`config.mk`:
```
export PLATFORM = sky130hd
export DESIGN_NAME = penguen_skor_tablosu
export DESIGN_NICKNAME = d
export VERILOG_FILES = /design/src/rtl/penguen_skor_tablosu.sv
export SDC_FILE = /design/constraint.sdc
export NUM_CORES = 1
export LEC_CHECK = 0
export ABC_AREA = 1
export CORE_ASPECT_RATIO = 1.1
export CORE_MARGIN = 4
export CORE_UTILIZATION = 50
export CTS_CLUSTER_DIAMETER = 50
export CTS_CLUSTER_SIZE = 8
export DETAILED_ROUTE_END_ITERATION = 12
export DONT_BUFFER_PORTS = 1
export HOLD_SLACK_MARGIN = 0.03
export PLACE_DENSITY = 0.66
export SLEW_MARGIN = 40
export SYNTH_ARGS = -nofsm -noshare
export SYNTH_HDL_FRONTEND = slang
export SYNTH_SLANG_ARGS = --single-unit
```
`constraint.sdc`:
```
create_clock -name saat_i -period 1.9 [get_ports saat_i]
set_clock_uncertainty 0.2 [all_clocks]
set_input_delay 0.19 -clock saat_i [delete_from_list [all_inputs] [get_ports saat_i]]
set_output_delay 0.19 -clock saat_i [all_outputs]
set_load 0.05 [all_outputs]
```
`src/rtl/penguen_skor_tablosu.sv`:
```
// Multi-round scoreboard fed by the five-penguin round evaluator: captures one result per
// bitti high period and keeps win/loss counters, round count, all-time record and an error flag.
module penguen_skor_tablosu #(
    parameter int unsigned SAYAC_W = 4,
    parameter int unsigned TUR_W   = 8
) (
    input  logic               saat_i,
    input  logic               reset_i,
    input  logic               bitti_i,
    input  logic [2:0]         hizli_penguen_i,
    input  logic [2:0]         yavas_penguen_i,
    input  logic [6:0]         en_kisa_i,
    input  logic [6:0]         ortalama_i,
    input  logic [2:0]         sorgu_no_i,
    input  logic               sorgu_gecerli_i,
    output logic [TUR_W-1:0]   tur_sayisi_o,
    output logic [6:0]         rekor_sure_o,
    output logic [2:0]         rekor_sahibi_o,
    output logic [6:0]         son_ortalama_o,
    output logic               guncelleme_o,
    output logic [SAYAC_W-1:0] sorgu_galibiyet_o,
    output logic [SAYAC_W-1:0] sorgu_maglubiyet_o,
    output logic               sorgu_hazir_o,
    output logic               hata_o
);

    typedef enum logic [1:0] {StBekle, StGuncelle, StSerbest} durum_e;

    localparam logic [SAYAC_W-1:0] SayacMax = {SAYAC_W{1'b1}};
    localparam logic [TUR_W-1:0]   TurMax   = {TUR_W{1'b1}};

    durum_e durum_q, durum_d;

    logic [2:0] hizli_q, hizli_d;
    logic [2:0] yavas_q, yavas_d;
    logic [6:0] en_kisa_q, en_kisa_d;
    logic [6:0] ortalama_q, ortalama_d;

    logic [SAYAC_W-1:0] galibiyet_q [5];
    logic [SAYAC_W-1:0] galibiyet_d [5];
    logic [SAYAC_W-1:0] maglubiyet_q [5];
    logic [SAYAC_W-1:0] maglubiyet_d [5];

    logic [TUR_W-1:0]   tur_q, tur_d;
    logic [6:0]         rekor_sure_q, rekor_sure_d;
    logic [2:0]         rekor_sahibi_q, rekor_sahibi_d;
    logic               rekor_gecerli_q, rekor_gecerli_d;
    logic [6:0]         son_ort_q, son_ort_d;
    logic               guncelleme_q, guncelleme_d;
    logic [SAYAC_W-1:0] sorgu_gal_q, sorgu_gal_d;
    logic [SAYAC_W-1:0] sorgu_mag_q, sorgu_mag_d;
    logic               sorgu_hazir_q, sorgu_hazir_d;
    logic               hata_q, hata_d;

    logic hizli_ok, yavas_ok, sorgu_ok;

    function automatic logic gecerli(input logic [2:0] p);
        return (p >= 3'd1) && (p <= 3'd5);
    endfunction

    always_comb begin
        hizli_ok = gecerli(hizli_q);
        yavas_ok = gecerli(yavas_q);
        sorgu_ok = gecerli(sorgu_no_i);
    end

    always_comb begin
        durum_d         = durum_q;
        hizli_d         = hizli_q;
        yavas_d         = yavas_q;
        en_kisa_d       = en_kisa_q;
        ortalama_d      = ortalama_q;
        galibiyet_d     = galibiyet_q;
        maglubiyet_d    = maglubiyet_q;
        tur_d           = tur_q;
        rekor_sure_d    = rekor_sure_q;
        rekor_sahibi_d  = rekor_sahibi_q;
        rekor_gecerli_d = rekor_gecerli_q;
        son_ort_d       = son_ort_q;
        guncelleme_d    = 1'b0;
        hata_d          = hata_q;

        unique case (durum_q)
            StBekle: begin
                if (bitti_i) begin
                    hizli_d    = hizli_penguen_i;
                    yavas_d    = yavas_penguen_i;
                    en_kisa_d  = en_kisa_i;
                    ortalama_d = ortalama_i;
                    durum_d    = StGuncelle;
                end
            end
            StGuncelle: begin
                if (tur_q != TurMax) begin
                    tur_d = tur_q + 1'b1;
                end
                // Invalid indices match no slot, so only the valid side's counter moves.
                for (int i = 0; i < 5; i++) begin
                    if (hizli_ok && hizli_q == 3'(i + 1) && galibiyet_q[i] != SayacMax) begin
                        galibiyet_d[i] = galibiyet_q[i] + 1'b1;
                    end
                    if (yavas_ok && yavas_q == 3'(i + 1) && maglubiyet_q[i] != SayacMax) begin
                        maglubiyet_d[i] = maglubiyet_q[i] + 1'b1;
                    end
                end
                son_ort_d = ortalama_q;
                // Strict compare: a tie leaves the earlier holder in place.
                if (hizli_ok && (!rekor_gecerli_q || en_kisa_q < rekor_sure_q)) begin
                    rekor_sure_d    = en_kisa_q;
                    rekor_sahibi_d  = hizli_q;
                    rekor_gecerli_d = 1'b1;
                end
                if (!hizli_ok || !yavas_ok) begin
                    hata_d = 1'b1;
                end
                guncelleme_d = 1'b1;
                durum_d      = StSerbest;
            end
            StSerbest: begin
                if (!bitti_i) begin
                    durum_d = StBekle;
                end
            end
            default: durum_d = StSerbest;
        endcase
    end

    // Query reads the registered counters, so a same-edge update is not yet visible.
    always_comb begin
        sorgu_gal_d   = sorgu_gal_q;
        sorgu_mag_d   = sorgu_mag_q;
        sorgu_hazir_d = sorgu_gecerli_i;
        if (sorgu_gecerli_i) begin
            if (sorgu_ok) begin
                sorgu_gal_d = galibiyet_q[sorgu_no_i - 3'd1];
                sorgu_mag_d = maglubiyet_q[sorgu_no_i - 3'd1];
            end else begin
                sorgu_gal_d = '0;
                sorgu_mag_d = '0;
            end
        end
    end

    always_ff @(posedge saat_i) begin
        if (reset_i) begin
            durum_q         <= StSerbest;
            hizli_q         <= '0;
            yavas_q         <= '0;
            en_kisa_q       <= '0;
            ortalama_q      <= '0;
            galibiyet_q     <= '{default: '0};
            maglubiyet_q    <= '{default: '0};
            tur_q           <= '0;
            rekor_sure_q    <= '0;
            rekor_sahibi_q  <= '0;
            rekor_gecerli_q <= 1'b0;
            son_ort_q       <= '0;
            guncelleme_q    <= 1'b0;
            sorgu_gal_q     <= '0;
            sorgu_mag_q     <= '0;
            sorgu_hazir_q   <= 1'b0;
            hata_q          <= 1'b0;
        end else begin
            durum_q         <= durum_d;
            hizli_q         <= hizli_d;
            yavas_q         <= yavas_d;
            en_kisa_q       <= en_kisa_d;
            ortalama_q      <= ortalama_d;
            galibiyet_q     <= galibiyet_d;
            maglubiyet_q    <= maglubiyet_d;
            tur_q           <= tur_d;
            rekor_sure_q    <= rekor_sure_d;
            rekor_sahibi_q  <= rekor_sahibi_d;
            rekor_gecerli_q <= rekor_gecerli_d;
            son_ort_q       <= son_ort_d;
            guncelleme_q    <= guncelleme_d;
            sorgu_gal_q     <= sorgu_gal_d;
            sorgu_mag_q     <= sorgu_mag_d;
            sorgu_hazir_q   <= sorgu_hazir_d;
            hata_q          <= hata_d;
        end
    end

    assign tur_sayisi_o       = tur_q;
    assign rekor_sure_o       = rekor_sure_q;
    assign rekor_sahibi_o     = rekor_sahibi_q;
    assign son_ortalama_o     = son_ort_q;
    assign guncelleme_o       = guncelleme_q;
    assign sorgu_galibiyet_o  = sorgu_gal_q;
    assign sorgu_maglubiyet_o = sorgu_mag_q;
    assign sorgu_hazir_o      = sorgu_hazir_q;
    assign hata_o             = hata_q;

endmodule

```
==> results of run 1 <==
-- layout by cell type, fill, tap and decap left out, types with 19 or more instances in the layout --
| cell type | n |
|---|---|
| dlygate4sd3_1 | 26 |
| inv_1 | 57 |
| buf_4 | 33 |
| a21oi_1 | 67 |
| nor2_1 | 89 |
| nand3_1 | 69 |
| ha_1 | 19 |
| nand2_1 | 130 |
| dfxtp_1 | 92 |
| o21ai_0 | 50 |
-- cell type report --
type | count | area [µm²] | share of cell area (%)
clock inverters | 6 | 88.8 | 1.60
well taps | 117 | 146 | 2.64
multi-input cells | 478 | 2410 | 43.4
inverters | 64 | 246 | 4.44
repair buffers | 60 | 528 | 9.52
clock buffers | 10 | 138 | 2.48
flip-flops and latches | 99 | 1990 | 35.9
-- report_power, final --
group / leakage [nW] / switching, mW / total [mW] / internal (mW)
Sequential: 0.805 / 0.0588 / 2.18 / 2.12
Clock: 0.108 / 0.731 / 1.51 / 0.778
Combinational: 1.33 / 0.240 / 0.405 / 0.165
-- metrics by stage --
step                instances  setup WS, ps  power, mW  instance area (µm²)
floorplan                 666          9.86       2.50                 4770
global placement          789           212       2.56                 5020
detailed placement        789           178       2.56                 5020
CTS                       832          41.1       4.14                 5530
global route              834          10.5       4.29                 5550
finish                    834           107       4.09                 5550
-- critical path, cell delays in order --
cell and delay (ps):
dlygate4sd3_1 740, clkinvlp_4 210, nand2_1 100, a21oi_2 60, dlygate4sd3_1 550
-- cells by family after synthesis --
logic type / count (synthesis)
xor+xnor: 19
buf+inv: 89
simple gates: 308
fa+ha+maj: 19
flops: 99
compound gates: 132
-- synth_stat cells, drive strengths merged, types with 6 or more instances --
master | n | area, µm²
o21ai | 52 | 260
and3 | 6 | 37.5
a21oi | 69 | 353
o21a | 10 | 75.1
nor2 | 92 | 353
dfxtp | 99 | 1980
xor2 | 8 | 77.6
inv | 63 | 239
xnor2 | 11 | 96.3
nor3 | 7 | 46.3
nand3 | 70 | 355
nand2 | 131 | 494
buf | 12 | 77.6
clkbuf | 13 | 48.8
ha | 19 | 238
-- path summary, 6_finish.rpt --
path                                to  cells past startpoint
hold reg to reg           en_kisa_q[5]                      2
hold / removal    sorgu_galibiyet_o[1]                      5
setup reg to reg  sorgu_galibiyet_o[2]                      7
setup / recovery  sorgu_galibiyet_o[2]                      5
-- flip-flops by register name, indices dropped and copies added (netlist names) --
name and count:
tur_sayisi_o 8, yavas_q 3, durum_q 2, maglubiyet_q 20, ortalama_q 7, guncelleme_o 1
rekor_sahibi_o 3, rekor_sure_o 7, sorgu_galibiyet_o 4, sorgu_maglubiyet_o 4, en_kisa_q 7, galibiyet_q 20
hata_o 1, sorgu_hazir_o 1, son_ortalama_o 7, hizli_q 3, rekor_gecerli_q 1
-- what timing repair did --
action | 4_1_cts | 5_1_grt
endpoints found under the setup margin | 0 | 1
resized for setup | 0 | 1
hold buffers | 27 | 0
hold endpoints to repair | 62 | 0
buffers inserted | 0 | 2
-- per-layer routing --
layer | vias to the layer above | GRT usage [%] | wire [µm]
met1 | 1932 | 25.8 | 4780
met4 | 0 | 7.98 | 189
met3 | 14 | 3.96 | 570
met2 | 84 | 35.4 | 5330
li1 | 2257 | - | -
met5 | - | 0 | 0
==> flow_summary.json, run 1 <==
{
  "cts_made_buffers": 9,
  "cts.sinks": 99,
  "p_leak_nw": 2.25,
  "die_x_um": 101,
  "drv_slew": 0,
  "clock_latency_ps": 360,
  "ys_types": 31,
  "totalWireLength_mm": 10.9,
  "cts_max_level": 3,
  "post_drt_via_cell_ratio": 5.14,
  "dr.pass1.iters": 4,
  "synth_compound_area_share_pct": 14.6,
  "area_delta_synth_final_pct": 16.5,
  "die_h_um": 110,
  "rsz0062_at_grt": "false",
  "rows": 37,
  "synth.area.mux_share_pct": 0,
  "crit_arrival_ps": 1850,
  "grt_pass1_vias": 4034,
  "drt-wirelength-per-cell_um": 13.0,
  "synth_xor_area_share_pct": 3.66,
  "max_clock_freq_ghz": 0.558,
  "overflow": 0,
  "cp_data_required_time_ps": 1950,
  "synth_seq_cells": 99,
  "drc_errors": 0,
  "endpoint_kind": "register",
  "avgSynthCellArea_um2": 7.14,
  "syn_nets": 712,
  "path_class": "in2reg",
  "vias": 4287,
  "netlist_instances": 666,
  "ant_nets": 0,
  "synth_fa_ha_area_share_pct": 5.00,
  "clock_path_buffers": 2,
  "syn_area_um2": 4760,
  "tightestPinTransition_ps": 549,
  "setup.worst_path.start": "sorgu_gecerli_i",
  "cts.clk_slew.worst_paths_ps": 100,
  "drive_gt1_share_pct": 10.2,
  "start_util_pct": 51.1,
  "n_fill_cell": 869,
  "hp-class": "in2reg",
  "nets": 758,
  "setup_viol": 0,
  "grt_max_degree": 40,
  "min_period_over_period_pct": 94.4,
  "synth_ff_type": "dfxtp_1",
  "synth_edf_count": 0,
  "port_buffers": 0,
  "synth_top_family_by_area": "simple AND/OR/NAND/NOR gates",
  "grt_pass1_wl_mm": 18.6,
  "slew_headroom_pct": 63.3,
  "hold_violations": 0,
  "ioPinCount": 63,
  "fin_crit_ps": 1790,
  "place_hpwl_mm": 7.73,
  "clock-root-buffer": "clkbuf_8",
  "antenna_cells": 0,
  "place.gp.congestion": 0.856,
  "hp-start": "sorgu_no_i[0]",
  "fp.coreArea_um2": 9310,
  "status": "finished clean",
  "antenna_found_initial": 0,
  "cap_violations": 0,
  "gr-usage-all-layers_pct": 20.7,
  "cts_tree": "done",
  "path_max_fanout": 8,
  "worstReg2RegStart": "galibiyet_q[6]",
  "async_flop_share_pct": 0,
  "start_kind": "input pin",
  "irDropWorstVdd_mv": 0.509,
  "r2r_slack_ps": 150,
  "first_iter_violations": 161,
  "yosysSeqAreaShare_pct": 41.7,
  "ys_warn_count": 0,
  "fin_util_pct": 59.6,
  "p_per_area_nw_per_um2": 738,
  "hold_ws_ps": 90.0,
  "final.setup.tns_ps": 0,
  "dieArea_um2": 11100,
  "synthSimpleGateAreaFrac_pct": 27.3
}
(Power assumes the default switching activity.)
==> run 2: changes to the inputs <==
PLACE_DENSITY = 0.63   (was 0.66)
clock period = 1.8 ns   (was 1.9 ns; I/O delays follow)
==> run 2 against run 1 <==
Net effect:
- sequential power is 5% higher
- via count grew 0.70%
- die area stayed put
- highest routed layer unchanged
- clock power hardly changed
- sequential share of layout area fell by 0.44 points
==> flow_summary.json, run 2 (synthesis gave the netlist of run 1 again) <==
{
  "drt-wirelength-per-cell_um": 13.3,
  "start_kind": "register",
  "final_common_cell": "nand2_1",
  "wl_met1_mm": 4.88,
  "tightestPinTransition_ps": 576,
  "path_max_fanout": 11,
  "die_h_um": 110,
  "post_drt_via_cell_ratio": 5.16,
  "highest_layer": "met4",
  "cts_max_level": 3,
  "endpoint_kind": "register",
  "final.setup.tns_ps": 0,
  "clock-root-buffer": "clkbuf_8",
  "wl_met2_mm": 5.40,
  "multiInputGateArea_um2": 2500,
  "clock_latency_ps": 360,
  "place.gp.congestion": 0.802,
  "antenna_cells": 0,
  "rsz0062_at_grt": "true",
  "cap_violations": 0,
  "design_area_um2": 5690,
  "cp_data_required_time_ps": 1850,
  "start_util_pct": 51.1,
  "cp_top_family": "simple AND/OR/NAND/NOR gates",
  "dr.pass1.iters": 5,
  "fin_ws_ps": 79.7,
  "hold_violations": 0,
  "route.met3.wl_um": 627,
  "setup_viol": 0,
  "p_leak_nw": 2.27,
  "critPathSlowestCell": "dfxtp_4",
  "min_period_over_period_pct": 95.6,
  "nets": 761,
  "dieArea_um2": 11100,
  "drv_slew": 0,
  "r2r-end": "rekor_sahibi_o[2]",
  "overflow": 0,
  "max_clock_freq_ghz": 0.581,
  "place_hpwl_mm": 7.83,
  "hp-start": "sorgu_no_i[0]",
  "area_delta_synth_final_pct": 19.6,
  "r2r_slack_ps": 80,
  "fin_util_pct": 61.2,
  "status": "finished clean",
  "cts_tree": "done",
  "slew_headroom_pct": 61.5,
  "hp-class": "in2reg",
  "grt_pass1_wl_mm": 18.6,
  "crit_buf_inv": 3,
  "p_per_area_nw_per_um2": 753,
  "clock_path_buffers": 2,
  "path_class": "reg2reg",
  "power_mw": 4.29,
  "ant_nets": 0,
  "vias": 4317,
  "cts.sinks": 99,
  "port_buffers": 0,
  "preCtsSetupSlack_ps": 69.1,
  "ioPinCount": 63,
  "cts_made_buffers": 9,
  "timing.hold.worst_endpoint": "sorgu_maglubiyet_o[0]",
  "placed_area_um2": 5060,
  "crit_arrival_ps": 1770,
  "fp.coreArea_um2": 9310,
  "drive_gt1_share_pct": 15.0,
  "worstReg2RegStart": "rekor_sure_o[5]",
  "n_fill_cell": 862,
  "grt_pass1_vias": 4151,
  "slowest_delay_ps": 350,
  "whs_path_depth": 5,
  "antenna_found_initial": 0,
  "first_iter_violations": 177,
  "layout_common_cells": "nand2_1 (128), nor2_1 (84), dfxtp_1 (80)",
  "rr_worst_depth": 11,
  "rows": 37,
  "regArea_um2": 2020,
  "die_x_um": 101,
  "irDropWorstVdd_mv": 0.478,
  "gr-usage-all-layers_pct": 20.7,
  "drc_errors": 0,
  "cts.clk_slew.worst_paths_ps": 90,
  "fin_crit_ps": 1720,
  "crit_chain": "inv_1, ha_1, nand2_2, inv_1, a21oi_2, nand2_1, nand2_2, buf_6, nand3_1, nand2_1, nor2_1",
  "totalWireLength_mm": 11.1,
  "grt_max_degree": 40
}
## run 2: cell types whose count changed in the layout (fill, tap and decap cells not counted), sizes merged
cell      delta
buf          +3
clkinv       -2
inv          +1
clkbuf       +2
clkinvlp     -1
## run 2: worst max path at each step
stage	start	end	slack (ps)	depth (start not counted)
detailed placement	rekor_sure_o[6]	rekor_sahibi_o[2]	70	11
CTS	sorgu_gecerli_i	sorgu_galibiyet_o[2]	7	5
global placement	rekor_sure_o[6]	rekor_sahibi_o[0]	100	11
global route	rekor_sure_o[5]	rekor_sure_o[3]	-20	11
floorplan	sorgu_no_i[0]	sorgu_galibiyet_o[0]	0.4	12
finish	rekor_sure_o[5]	rekor_sahibi_o[2]	80	11
## run 2: cell type report
type,instances,share of cell area (%)
Clock inverter,4,1.30
Multi-Input combinational cell,478,44.0
Timing Repair Buffer,63,9.98
Inverter,64,4.33
Tap cell,117,2.57
Clock buffer,12,2.37
Sequential cell,99,35.5
## run 2: per-stage QoR
step | instances | hold slack (ps)
floorplan | 666 | 93.2
global placement | 791 | 48.8
detailed placement | 791 | 49.4
CTS | 834 | 78.6
global route | 837 | 108
finish | 837 | 91.0
## run 2: layer usage
| layer | GRT usage (%) | vias to the layer above |
|---|---|---|
| li1 | - | 2257 |
| met1 | 25.0 | 1958 |
| met2 | 35.3 | 87 |
| met3 | 5.54 | 15 |
| met4 | 7.98 | 0 |
| met5 | 0 | - |
## run 2: where the power goes
group          switching (mW)  internal (mW)  total, mW
sequential             0.0597           2.23       2.29
clock                   0.747          0.787       1.53
combinational           0.274          0.188      0.462
## run 2: what timing repair did
| item | 4_1_cts | 5_1_grt |
|---|---|---|
| setup endpoints to repair | 0 | 19 |
| gates resized for setup | 0 | 36 |
| hold buffers | 27 | 0 |
| buffers inserted | 0 | 2 |
| hold endpoints to repair | 66 | 0 |
## run 2: tightest hold or removal path, stage by stage
cell	delay, ps
nand2_1	40
nand3_1	70
a21oi_1	70
o21a_1	180
nor2_1	70
